### src/rtl/isp_pkg.sv
// Shared ISP datapath types and helpers.
package isp_pkg;

   localparam int ISP_PIX_W = 8;

   typedef logic [ISP_PIX_W-1:0] pix_t;

   // Pointer width carries one extra wrap bit above the index.
   function automatic int ptr_w(input int depth);
      return $clog2(depth) + 1;
   endfunction

endpackage

### src/rtl/isp_offset_add.sv
// Combinational constant-offset adder for the ISP write path.
// Define ISP_OFFSET_SAT_EN to clamp at all-ones instead of wrapping.
module isp_offset_add #(
   parameter int          WIDTH  = 8,
   parameter int unsigned OFFSET = 1
) (
   input  logic [WIDTH-1:0] a_i,
   output logic [WIDTH-1:0] y_o
);

   localparam logic [WIDTH-1:0] OFF = WIDTH'(OFFSET);

`ifdef ISP_OFFSET_SAT_EN
   logic [WIDTH:0] sum;

   always_comb begin
      sum = {1'b0, a_i} + {1'b0, OFF};
      y_o = sum[WIDTH] ? '1 : sum[WIDTH-1:0];
   end
`else
   always_comb begin
      y_o = a_i + OFF;
   end
`endif

endmodule

### src/rtl/isp_offset_fifo.sv
// Offset-on-ingress first-word-fall-through FIFO between ISP stages.
// Build option: ISP_OFFSET_SAT_EN selects a saturating offset add.
module isp_offset_fifo
   import isp_pkg::*;
#(
   parameter int          DATA_WIDTH = 8,
   parameter int          FIFO_DEPTH = 4,
   parameter int unsigned OFFSET     = 1,
   parameter int          CNT_WIDTH  = $clog2(FIFO_DEPTH) + 1
) (
   input  logic                  clock,
   input  logic                  reset,
   input  logic                  u_i_ready,
   input  logic                  u_r_ready,
   input  logic [DATA_WIDTH-1:0] data_in,
   output logic [DATA_WIDTH-1:0] data_out,
   output logic                  i_i_ready,
   output logic                  i_r_ready,
   output logic [CNT_WIDTH-1:0]  count
);

   localparam int PW = ptr_w(FIFO_DEPTH);
   localparam int IW = PW - 1;

   logic [PW-1:0]         wr_ptr_q, wr_ptr_d;
   logic [PW-1:0]         rd_ptr_q, rd_ptr_d;
   logic [CNT_WIDTH-1:0]  cnt_q, cnt_d;
   logic [DATA_WIDTH-1:0] last_q, last_d;
   logic [DATA_WIDTH-1:0] wdata;
   logic [DATA_WIDTH-1:0] mem_q [FIFO_DEPTH];
   logic                  full, empty, insert, remove;

   isp_offset_add #(
      .WIDTH  (DATA_WIDTH),
      .OFFSET (OFFSET)
   ) u_add (
      .a_i (data_in),
      .y_o (wdata)
   );

   assign full  = (wr_ptr_q[IW-1:0] == rd_ptr_q[IW-1:0]) &&
                  (wr_ptr_q[IW] != rd_ptr_q[IW]);
   assign empty = (wr_ptr_q == rd_ptr_q);

   assign i_i_ready = ~full;
   assign i_r_ready = ~empty;
   assign insert    = u_i_ready & ~full;
   assign remove    = u_r_ready & ~empty;
   assign count     = cnt_q;

   // While empty, keep showing the most recently consumed word.
   assign data_out = empty ? last_q : mem_q[rd_ptr_q[IW-1:0]];

   always_comb begin
      wr_ptr_d = wr_ptr_q + PW'(insert);
      rd_ptr_d = rd_ptr_q + PW'(remove);
      last_d   = remove ? mem_q[rd_ptr_q[IW-1:0]] : last_q;
      cnt_d    = cnt_q;
      unique case ({insert, remove})
         2'b10:   cnt_d = cnt_q + 1'b1;
         2'b01:   cnt_d = cnt_q - 1'b1;
         default: cnt_d = cnt_q;
      endcase
   end

   always_ff @(posedge clock or posedge reset) begin
      if (reset) begin
         wr_ptr_q <= '0;
         rd_ptr_q <= '0;
         cnt_q    <= '0;
         last_q   <= '0;
      end else begin
         wr_ptr_q <= wr_ptr_d;
         rd_ptr_q <= rd_ptr_d;
         cnt_q    <= cnt_d;
         last_q   <= last_d;
      end
   end

   always_ff @(posedge clock) begin
      if (insert) begin
         mem_q[wr_ptr_q[IW-1:0]] <= wdata;
      end
   end

endmodule

### config.mk
export PLATFORM = sky130hd
export DESIGN_NAME = isp_offset_fifo
export DESIGN_NICKNAME = d
export VERILOG_FILES = /design/src/rtl/isp_pkg.sv /design/src/rtl/isp_offset_add.sv /design/src/rtl/isp_offset_fifo.sv
export SDC_FILE = /design/constraint.sdc
export NUM_CORES = 1
export LEC_CHECK = 0
export CORE_ASPECT_RATIO = 1.2
export CORE_UTILIZATION = 55
export CTS_BUF_LIST = sky130_fd_sc_hd__clkbuf_16
export DETAILED_ROUTE_END_ITERATION = 16
export GPL_TIMING_DRIVEN = 0
export PLACE_DENSITY = 0.78
export SETUP_SLACK_MARGIN = 0.5
export SYNTH_ARGS = -nofsm -noshare
export SYNTH_HDL_FRONTEND = slang
export SYNTH_SLANG_ARGS = --single-unit
export TNS_END_PERCENT = 100
### constraint.sdc
create_clock -name clock -period 5.7 [get_ports clock]
set_clock_uncertainty 0.2 [all_clocks]
set_input_delay 1.14 -clock clock [delete_from_list [all_inputs] [get_ports clock]]
set_output_delay 1.14 -clock clock [all_outputs]
set_load 0.02 [all_outputs]
Yosys cells after proc, flatten, opt, wreduce, memory -nomap -nowiden
Memories as Yosys holds them, arrays and structs flattened.
Index checks and enable logic that the tools add are counted.
Widths: inputs -> output; s select.
- input bits: 12
- memory bits (writable): 32
- output and inout port bits: 13
- word-level logic and storage cells: 25
- bits in registers: 17
- memories kept: 1
- memories (name ; words ; bits a word ; read ports ; clocked after memory_dff ; write ports ; line ; RTL):
    mem_q ; 4 ; 8 ; 1 ; 0 ; 1 ; isp_offset_fifo.sv:30 ; logic [DATA_WIDTH-1:0] mem_q [FIFO_DEPTH];
- add/sub/neg operators: 5
- reduce and logical (&&, ||, !) cells: 2
- equality and inequality tests: 5
- muxes and demuxes: 4
- bitwise logic cells: 4
- operators by type and width (kind ; count):
    $add 8x1->8 const B ; 1
    $mux 8 ; 1
    $add 3x1->3 ; 2
    $pmux 3 s2 ; 1
    $add 3x1->3 const B ; 1
    $eq 3x3->1 ; 1
    $sub 3x1->3 const B ; 1
    $and 1x1->1 ; 2
    $eq 2x1->1 const B ; 1
    $eq 2x2->1 ; 1
    $eq 2x2->1 const B ; 1
    $mux 1 ; 2
    $not 1->1 ; 2
    $reduce_bool 2->1 ; 1
    $logic_and 1x1->1 ; 1
    $ne 1x1->1 ; 1

Logic depth before layout (Yosys ltp)
Gate-level depths: netlist of the first run.
- depth after elaboration: 6
- gate-level depth with buffers: 10
- mapped depth without buffers: 9

Modules after synthesis
A second synthesis of the first run with hierarchy kept.
- cell total of the unflattened synthesis: 120
- area total of the unflattened synthesis: 2232.1 µm²
- by module, submodules not included (module ; cells an instance ; times used ; area an instance (µm²) ; seq. area each (µm²)):
    isp_offset_fifo ; 104 ; 1 ; 2115.8 ; 1386.3
    isp_offset_add ; 16 ; 1 ; 116.4 ; 0.0

Least setup slack after synthesis of the first run
OpenSTA, ideal clock, no wires.
- kind: flip-flop to output port
- from: reg rd_ptr_q[0]
- to: out data_out[0]
- stages on the path, launching flop included: 6
- required time: 4.360 ns
- setup slack: 2.769 ns
- buffers on the path: 2
- data arrival time: 1.591 ns
- cell sequence: dfrtp_1 > buf_6 > xor2_4 > or3_1 > buf_6 > mux2_4
- cells in the longest elaborated chain, start to end: 2
- elaborated cells between the ends (all ways): 3
- classes of those cells: eq/ne (1); mux (1); memory (1)
- ends and longest elaborated chain (item ; line ; RTL):
    from (decl) ; isp_offset_fifo.sv:26 ; logic [PW-1:0] rd_ptr_q, rd_ptr_d;
    from (signal assigned) ; isp_offset_fifo.sv:74 ; rd_ptr_q <= rd_ptr_d;
    $mem_v2 4x8 or $eq 3x3->1 (tied branches) ; - ;
    $mux 8 (*) ; isp_offset_fifo.sv:52 ; assign data_out = empty ? last_q : mem_q[rd_ptr_q[IW-1:0]];
    to (decl) ; isp_offset_fifo.sv:16 ; output logic [DATA_WIDTH-1:0] data_out,
Mark *: on every way between the ends. The rest lies on a longest branch, timed or not.

Final worst setup path of the first run
- from: reg rd_ptr_q[1]
- to: out data_out[5]
Same word-level chain as after synthesis.

==> qor.yml, run 1 <==
outcome: "completed"
grt.total_usage_pct: 20.08
seqCellArea_mm2: 0.001386
yosysWarnings: 0
tritoncts: "yes"
fp.dieW_um: 59.93
grt_max_degree: 18
fmax_mhz: 263.1
grt_antenna_before_repair: 0
dp_slack_ns: 2.194
dieArea_mm2: 0.004285
ys_seq_elements: 49
drive_above_1_share_pct: 22.88
viasPerCell: 5.493
final_area_mm2: 0.002698
timing.final.ws_setup_ns: 1.899
syn_area_mm2: 0.002215
synthFlopType: "edfxtp_1"
drtAntennaViolNets: 0
hold_start: "count[2]"
place_hpwl_um: 2521
cp.required_ns: 4.36
fin_nets: 171
clk_transition_reported_paths_ns: 0.06
crit_slowest_cell: "clkdlybuf4s50_1"
rr_endpoint: "count[2]"
synthMuxAreaShare_pct: 18.76
ctsHoldBuffers: 0
yosysTopAreaCell: "edfxtp_1"
arrival_ns: 2.46
diodes: 0
port_buffers: 24
fin_crit_sh_pct: 66.68
postPlaceCellArea_mm2: 0.002525
synth_common_cells: "32 x edfxtp_1, 17 x dfrtp_1, 8 x mux2_2, 8 x mux2_4, 8 x xor2_1"
final_util_pct: 71.87
cap_violations: 0
hold_depth: 1
syn2layout_area_growth_pct: 21.81
pwr-share-comb_pct: 48.5
max_stage_delay_ns: 0.54
start_util_pct: 59.00
cellPowerDensity_mw_per_mm2: 644.2
post-route-min-period_ns: 3.801
synthTopCellsByArea: "edfxtp_1 43%, dfrtp_1 19%, mux2_4 5.4%, mux4_1 4.7%, mux2_2 4.1%"
io_pins: 25
grt-ovfl-total: 0
switchingPower_mw: 0.5825
gp_congestion: 0.7173
cts_setup_buffers: 0
cts_root_buf: "clkbuf_16"
syn_inst: 121
rows: 24
cts-htree-levels: 2
criticalPathCategory: "register to output pin"
synth-adder-area-share_pct: 4.294
vias: 1126
synth-xor-area-share_pct: 6.780
synth_top_area_share_pct: 43.39
multi_input_area_um2: 787.0
synth_compound_area_share_pct: 1.525
yosysSeqAreaShare_pct: 62.60
worstSetupEndpointType: "output pin"
synth_cell_types: 26
power_frac_seq_pct: 33.1
core_area_mm2: 0.003754
dp.cells: 197
async_reset_ff_share_pct: 34.69
drtIter0Drc: 20
ir_drop_v: 0.0003153
ctsResizeCount: 0
grt_pass1_wl_um: 5878
reg2reg_from: "rd_ptr_q[0]"
drc: 0
cts_made_buffers: 5
synth.avg_cell_area_um2: 18.30
grt_pass1_vias: 1204
final_cells: 205
detail_route.first_pass.iterations: 4
slew_headroom_pct: 48.03
synth-simple-area-share_pct: 3.503
holdPathEnd: "count[2]"
hold_viol_final: 0
drv_slew: 0
fin_tns_setup_ns: 0
syn_nets: 140
hold_path.class: "register to register"
power_frac_clock_pct: 18.4
numClockSinks: 49
r2r_setup_slack_ns: 2.89
wire_per_inst_um: 18.02
fillers: 249
swShare_pct: 33.52
crit_fanout: 9
startpoint_type: "register"
synth_most_common_cell: "edfxtp_1"
die_y_um: 71.51
worstMarginPinSlew_ns: 0.7753
leakage_nw: 1.055
crit_chain: "buf_4, xor2_1, or3_1, buf_6, mux2_4, clkdlybuf4s50_1"
synth_top_family_by_area: "multiplexers"
rsz0062_at_grt: "false"
r2r.worst_path.cells: 9
synth_edf_count: 32
p_int_mw: 1.155
clk_path_buf_depth: 2
setup_viol: 0
clk_latency_ns: 0.28
totalWireLength_um: 3694
## worst max-delay path by stage
stage,from,endpoint,slack [ns],depth (start not counted)
2_1_floorplan,rd_ptr_q[0],data_out[0],2.77,5
3_3_place_gp,u_i_ready,mem_q[1][6],2.16,3
3_5_place_dp,rd_ptr_q[1],data_out[5],2.19,6
4_1_cts,rd_ptr_q[1],data_out[5],1.88,6
5_1_grt,rd_ptr_q[1],data_out[2],1.79,6
6_report,rd_ptr_q[1],data_out[5],1.90,6
## power groups by stage
stage	clock, mW	sequential [mW]	combinational, mW
after floorplan	0	0.574	0.573
after global placement	0	0.567	0.816
after detailed placement	0	0.578	0.847
after CTS	0.325	0.574	0.852
after global routing	0.337	0.587	0.899
final	0.321	0.575	0.843
## placed cells by master, fill, tap and decap left out
cell type / count
mux2i_1: 1
buf_4: 1
nand2_1: 1
or3_1: 2
o31ai_2: 1
and4_1: 1
nor3_2: 1
xor2_1: 8
xor2_4: 1
mux4_2: 4
clkbuf_16: 5
bufinv_16: 1
nand3_1: 2
mux4_1: 4
mux2_2: 8
xnor2_1: 6
mux2_4: 8
clkdlybuf4s50_1: 24
inv_1: 8
o31ai_4: 1
nor3b_2: 2
buf_6: 2
clkinv_1: 1
dfrtp_1: 17
and3_1: 2
fa_1: 1
edfxtp_1: 32
nor2_1: 1
ha_1: 6
nand4_1: 1
## layer usage
| metal | GRT usage, % | wire length, µm |
|---|---|---|
| met1 | 23.30 | 1511 |
| met2 | 35.56 | 2074 |
| met3 | 4.874 | 85 |
| met4 | 6.977 | 21 |
| met5 | 0 | 0 |
## logic make-up after synthesis
| family | count (synthesis) |
|---|---|
| flops | 49 |
| xor+xnor | 15 |
| fa+ha+maj | 7 |
| compound gates | 2 |
| buf+inv | 10 |
| simple gates | 13 |
| mux | 25 |
## through the flow
stage	hold WS (ns)	power (mW)
2_1_floorplan	0.2795	1.147
3_3_place_gp	0.2595	1.383
3_5_place_dp	0.2588	1.426
4_1_cts	0.2679	1.751
5_1_grt	0.2779	1.822
6_report	0.2639	1.738
## final cells by class
type,instances,area share (%)
Inverter,7,0.9740
Sequential cell,49,51.39
Tap cell,52,2.412
Clock buffer,5,4.638
Buffer,3,1.113
Clock inverter,3,1.391
Timing Repair Buffer,24,8.905
Multi-Input combinational cell,62,29.17
## registers in the layout, summed over array words and instances (netlist names)
signal,cells
count,3
mem_q,32
rd_ptr_q,3
last_q,8
wr_ptr_q,3
## critical path, delay by kind of cell (launching register included)
family | cells | cell delay (ns)
xor gates and xnor gates | 1 | 0.39
buffers and inverters | 3 | 0.90
DFF | 1 | 0.38
muxes | 1 | 0.30
and+or+nand+nor | 1 | 0.19
Note: power is estimated with default switching activity, not from simulation.
==> run 2, diff against run 1 <==
==> constraint.sdc (replaced) <==
create_clock -name clock -period 3.65 [get_ports clock]
set_clock_uncertainty 0.2 [all_clocks]
set_input_delay 0.73 -clock clock [delete_from_list [all_inputs] [get_ports clock]]
set_output_delay 0.73 -clock clock [all_outputs]
set_load 0.02 [all_outputs]
==> qor.yml, run 2 (synthesized netlist as in run 1, its figures left out) <==
hold_viol_final: 0  # unchanged
rsz0062_at_grt: "true"  # was false
rows: 24  # unchanged
place_hpwl_um: 2521  # unchanged
dieArea_mm2: 0.004285  # unchanged
drtAntennaViolNets: 0  # unchanged
clk_latency_ns: 0.29  # was 0.28 ns
fin_crit_sh_pct: 85.60
core_area_mm2: 0.003754  # unchanged
numClockSinks: 49  # unchanged
cts_root_buf: "clkbuf_16"  # unchanged
ir_drop_v: 0.0004862  # was 0.0003153 V
drc: 0  # unchanged
final_util_pct: 71.73  # was 71.87%
viasPerCell: 5.476  # was 5.493
totalWireLength_um: 3710  # was 3694 µm
crit_chain: "buf_8, xor2_4, or3_4, buf_6, mux2_4, clkdlybuf4s15_1"  # was buf_4, xor2_1, or3_1, buf_6, mux2_4, clkdlybuf4s50_1
arrival_ns: 2.19  # was 2.46 ns
detail_route.first_pass.iterations: 4  # unchanged
outcome: "completed"  # unchanged
hold_depth: 1  # unchanged
drv_slew: 0  # unchanged
final_cell_mix: "32 x edfxtp_1, 17 x dfrtp_1, 16 x clkdlybuf4s50_1"  # was 32 x edfxtp_1, 24 x clkdlybuf4s50_1, 17 x dfrtp_1
r2r.worst_path.cells: 9  # unchanged
drive_above_1_share_pct: 29.22  # was 22.88%
cts_made_buffers: 5  # unchanged
hold_start: "count[2]"  # unchanged
r2r_setup_slack_ns: 0.84  # was 2.89 ns
criticalPathCategory: "register to output pin"  # unchanged
grt_pass1_wl_um: 5865  # was 5878 µm
worstMarginPinSlew_ns: 0.7764  # was 0.7753 ns
leakage_nw: 1.067  # was 1.055 nW
fin_nets: 172  # was 171
holdPathEnd: "count[2]"  # unchanged
drtIter0Drc: 23  # was 20
post-route-min-period_ns: 3.125
slew_headroom_pct: 47.96  # was 48.03%
gp_congestion: 0.7173  # unchanged
die_y_um: 71.51  # unchanged
dp.cells: 197  # unchanged
diodes: 0  # unchanged
grt_antenna_before_repair: 0  # unchanged
crit_slowest_cell: "dfrtp_1"  # was clkdlybuf4s50_1
tritoncts: "yes"  # unchanged
fillers: 247  # was 249
crit_fanout: 9  # unchanged
ctsHoldBuffers: 0  # unchanged
clk_transition_reported_paths_ns: 0.06  # about the same
start_util_pct: 59.00  # unchanged
rr_endpoint: "count[2]"  # unchanged
io_pins: 25  # unchanged
port_buffers: 24  # unchanged
worstSetupEndpointType: "output pin"  # unchanged
final_area_mm2: 0.002693  # was 0.002698 mm²
reg2reg_from: "rd_ptr_q[0]"  # unchanged
cap_violations: 0  # unchanged
vias: 1128  # was 1126
cp.required_ns: 2.72  # was 4.36 ns
wire_per_inst_um: 18.01  # was 18.02 µm
cts-htree-levels: 2  # unchanged
grt_max_degree: 18  # unchanged
final_cells: 206  # was 205
postPlaceCellArea_mm2: 0.002525  # unchanged
hold_path.class: "register to register"  # unchanged
grt-ovfl-total: 0  # unchanged
fin_tns_setup_ns: 0  # unchanged
grt.total_usage_pct: 20.05  # was 20.08%
fmax_mhz: 320.0
syn2layout_area_growth_pct: 21.58  # was 21.81%
setup_viol: 0  # unchanged
cellPowerDensity_mw_per_mm2: 991.1  # was 644.2 mW/mm²
startpoint_type: "register"  # unchanged
largest_register_ffs: 32  # unchanged
fp.dieW_um: 59.93  # unchanged
grt_pass1_vias: 1203  # was 1204
max_stage_delay_ns: 0.40  # was 0.54 ns
mostFrequentLayoutCell: "edfxtp_1"  # unchanged
clk_path_buf_depth: 2  # unchanged
==> run 2: repair_timing <==
item / in CTS / in global routing
setup buffers: 0 / 1
pin swaps: 0 / 0
resized for setup: 17 / 9
endpoints found under the hold margin: 0 / 0
setup endpoints to repair: 9 / 9
==> run 2: through the flow <==
| stage | total power [mW] | worst slack (ns) | hold WS (ns) |
|---|---|---|---|
| after floorplan | 1.791 | 1.129 | 0.2795 |
| after global placement | 2.160 | 0.5185 | 0.2595 |
| after detailed placement | 2.226 | 0.5542 | 0.2588 |
| after CTS | 2.693 | 0.4695 | 0.2679 |
| after global routing | 2.795 | 0.4718 | 0.2779 |
| final | 2.669 | 0.5255 | 0.2634 |
==> run 2: critical path, delay by kind of cell, from the launching register on <==
kind / cells / cell delay (ns)
xor+xnor: 1 / 0.20
buf+inv: 3 / 0.62
flops: 1 / 0.40
mux: 1 / 0.29
simple gates: 1 / 0.39
==> run 2: cell type report <==
class	instances	area (µm²)	area share, %
flip-flops and latches	49	1386	51.49
clock inverters	3	37.54	1.394
clock buffers	5	125.1	4.647
repair buffers	25	219.0	8.132
well taps	52	65.06	2.416
inverters	7	26.28	0.9758
multi-input cells	62	799.5	29.69
plain buffers	3	33.78	1.255
==> run 2: how the worst max path moves through the flow <==
stage          slack [ns]     endpoint         from  cells past startpoint
2_1_floorplan        1.13  data_out[0]  rd_ptr_q[0]                      5
3_3_place_gp         0.52  mem_q[1][6]    u_i_ready                      3
3_5_place_dp         0.55  data_out[5]  rd_ptr_q[1]                      6
4_1_cts              0.47  data_out[5]  rd_ptr_q[0]                      6
5_1_grt              0.47  data_out[5]  rd_ptr_q[0]                      6
6_report             0.53  data_out[5]  rd_ptr_q[0]                      6
==> run 2: routing by layer <==
| layer | share of wire [%] | vias to the layer above | wire (µm) | global-route usage, % |
|---|---|---|---|---|
| met1 | 41 | 575 | 1504 | 23.21 |
| met3 | 3.1 | 5 | 116 | 4.874 |
| met4 | 1.0 | 0 | 38 | 6.977 |
| met5 | 0 | - | 0 | 0 |
| met2 | 55 | 26 | 2051 | 35.56 |
| li1 | - | 522 | - | - |
==> run 2: report_power, final <==
group,total [mW],internal [mW],switching [mW]
logic,1.27,0.634,0.632
registers,0.900,0.794,0.106
clock network,0.502,0.318,0.184
total,2.67,1.75,0.922
==> run 3, diff against run 2 <==
--- a/config.mk
+++ b/config.mk
@@ -6,6 +6,7 @@
 export NUM_CORES = 1
 export LEC_CHECK = 0
 export CORE_ASPECT_RATIO = 1.2
+export CORE_MARGIN = 8
 export CORE_UTILIZATION = 55
 export CTS_BUF_LIST = sky130_fd_sc_hd__clkbuf_16
 export DETAILED_ROUTE_END_ITERATION = 16
==> qor.yml, run 3 (synthesized netlist as in run 1, its figures left out) <==
criticalPathCategory: "register to output pin"  # unchanged
gp_congestion: 0.6894  # was 0.7173
outcome: "completed"  # unchanged
grt_antenna_before_repair: 0  # unchanged
crit_top_cell: "buf_6"
start_util_pct: 56.64  # was 59.00%
cellPowerDensity_mw_per_mm2: 972.2  # was 991.1 mW/mm²
ctsHoldBuffers: 0  # unchanged
wire_per_inst_um: 17.86  # was 18.01 µm
reg2reg_from: "rd_ptr_q[0]"  # unchanged
tritoncts: "yes"  # unchanged
critPathBufInv: 3  # unchanged
crit_family: "buffers and inverters"  # unchanged
clk_transition_reported_paths_ns: 0.06  # about the same
grt-ovfl-total: 0  # unchanged
crit_slowest_cell: "dfrtp_1"  # unchanged
drtAntennaViolNets: 0  # unchanged
worstSetupEndpointType: "output pin"  # unchanged
dp_slack_ns: 0.5631  # was 0.5542 ns
clk_path_buf_depth: 2  # unchanged
crit_chain: "buf_6, xor2_4, or3_4, buf_6, mux2_4, clkdlybuf4s15_2"  # was buf_8, xor2_4, or3_4, buf_6, mux2_4, clkdlybuf4s15_1
rr_endpoint: "count[2]"  # unchanged
postPlaceCellArea_mm2: 0.002522  # was 0.002525 mm²
final_cells: 207  # was 206
viasPerCell: 5.391  # was 5.476
startpoint_type: "register"  # unchanged
dieArea_mm2: 0.006321  # was 0.004285 mm²
hold_path.class: "register to register"  # unchanged
grt.total_usage_pct: 13.54  # was 20.05%
final_cell_mix: "32 x edfxtp_1, 17 x dfrtp_1, 16 x clkdlybuf4s50_1"  # unchanged
ir_drop_v: 0.0004648  # was 0.0004862 V
clk_latency_ns: 0.28  # was 0.29 ns
arrival_ns: 2.17  # was 2.19 ns
fin_crit_sh_pct: 84.81  # was 85.60%
core_area_mm2: 0.003910  # was 0.003754 mm²
syn2layout_area_growth_pct: 20.45  # was 21.58%
drc: 0  # unchanged
final_area_mm2: 0.002668  # was 0.002693 mm²
port_buffers: 24  # unchanged
die_y_um: 85.51  # was 71.51 µm
detail_route.first_pass.iterations: 4  # unchanged
largest_register_ffs: 32  # unchanged
totalWireLength_um: 3697  # was 3710 µm
cts_setup_buffers: 0  # unchanged
fmax_mhz: 323.1  # was 320.0 MHz
r2r_setup_slack_ns: 0.90  # was 0.84 ns
vias: 1116  # was 1128
cts_root_buf: "clkbuf_16"  # unchanged
drtIter0Drc: 22  # was 23
cap_violations: 0  # unchanged
endpoint: "data_out[6]"  # was data_out[5]
fin_tns_setup_ns: 0  # unchanged
place_hpwl_um: 2683  # was 2521 µm
max_stage_delay_ns: 0.40  # about the same
cp.required_ns: 2.72  # about the same
hold_depth: 1  # unchanged
post-route-min-period_ns: 3.095  # was 3.125 ns
rows: 25  # was 24
grt_pass1_wl_um: 6154  # was 5865 µm
leakage_nw: 1.045  # was 1.067 nW
mostFrequentLayoutCell: "edfxtp_1"  # unchanged
fin_nets: 171  # was 172
fp.dieW_um: 73.93  # was 59.93 µm
worstMarginPinSlew_ns: 1.237  # was 0.7764 ns
slew_headroom_pct: 17.35  # was 47.96%
dp.cells: 199  # was 197
cts-htree-levels: 2  # unchanged
crit_fanout: 9  # unchanged
setup_viol: 0  # unchanged
cts_made_buffers: 5  # unchanged
diodes: 0  # unchanged
grt_max_degree: 18  # unchanged
critPathLaunch: "rd_ptr_q[0]"  # unchanged
rsz0062_at_grt: "true"  # unchanged
hold_viol_final: 0  # unchanged
timing.final.ws_setup_ns: 0.5545  # was 0.5255 ns
r2r.worst_path.cells: 9  # unchanged
io_pins: 25  # unchanged
drive_above_1_share_pct: 28.76  # was 29.22%
numClockSinks: 49  # unchanged
drv_slew: 0  # unchanged
grt_pass1_vias: 1233  # was 1203
worstSetupPathDepth: 6  # unchanged
-- run 3: changes by cell type in the layout (fill, tap and decap cells not counted), sizes merged --
cell           previous run  this run
buf                       4         7
bufinv                    1         0
clkbuf                   11         5
clkdlybuf4s15             2         4
clkinv                    1         3
inv                       8         7
-- run 3: layer usage --
layer	global-route usage [%]	routed length, µm	part of all wire (%)
met1	14.30	1481	40
met4	6.011	75	2.0
met5	0	0	0
met3	4.901	189	5.1
met2	23.16	1951	53
-- run 3: how the worst min path moves through the flow --
stage / startpoint / to / slack, ns
4_1_cts: count[0] / count[0] / 0.30
3_3_place_gp: count[2] / count[2] / 0.26
2_1_floorplan: last_q[0] / last_q[0] / 0.28
3_5_place_dp: last_q[5] / last_q[5] / 0.29
6_report: count[0] / count[0] / 0.30
5_1_grt: count[0] / count[0] / 0.31
-- run 3: through the flow --
step / hold slack (ns) / util, % / total power, mW
2_1_floorplan: 0.2795 / - / 1.791
3_3_place_gp: 0.2585 / 64.51 / 2.166
3_5_place_dp: 0.2943 / 64.51 / 2.233
4_1_cts: 0.3044 / 68.48 / 2.653
5_1_grt: 0.3122 / 68.22 / 2.745
6_report: 0.3034 / 68.22 / 2.593
-- run 3: layout make-up --
| class | instances | area [µm²] |
|---|---|---|
| Sequential cell | 49 | 1386 |
| Fill cell | 274 | 1242 |
| Multi-Input combinational cell | 62 | 794.5 |
| Timing Repair Buffer | 24 | 225.2 |
| Clock buffer | 5 | 125.1 |
| Tap cell | 54 | 67.56 |
| Buffer | 3 | 30.03 |
| Inverter | 7 | 26.28 |
| Clock inverter | 3 | 12.51 |
-- run 3: power by group --
| part | internal (mW) | switching [mW] |
|---|---|---|
| registers | 0.794 | 0.103 |
| logic | 0.637 | 0.630 |
| clock network | 0.248 | 0.181 |
-- run 3: what timing repair did --
action                                  CTS  global route
resized for setup                        25             5
endpoints found under the hold margin     0             0
endpoints found under the setup margin    9             9
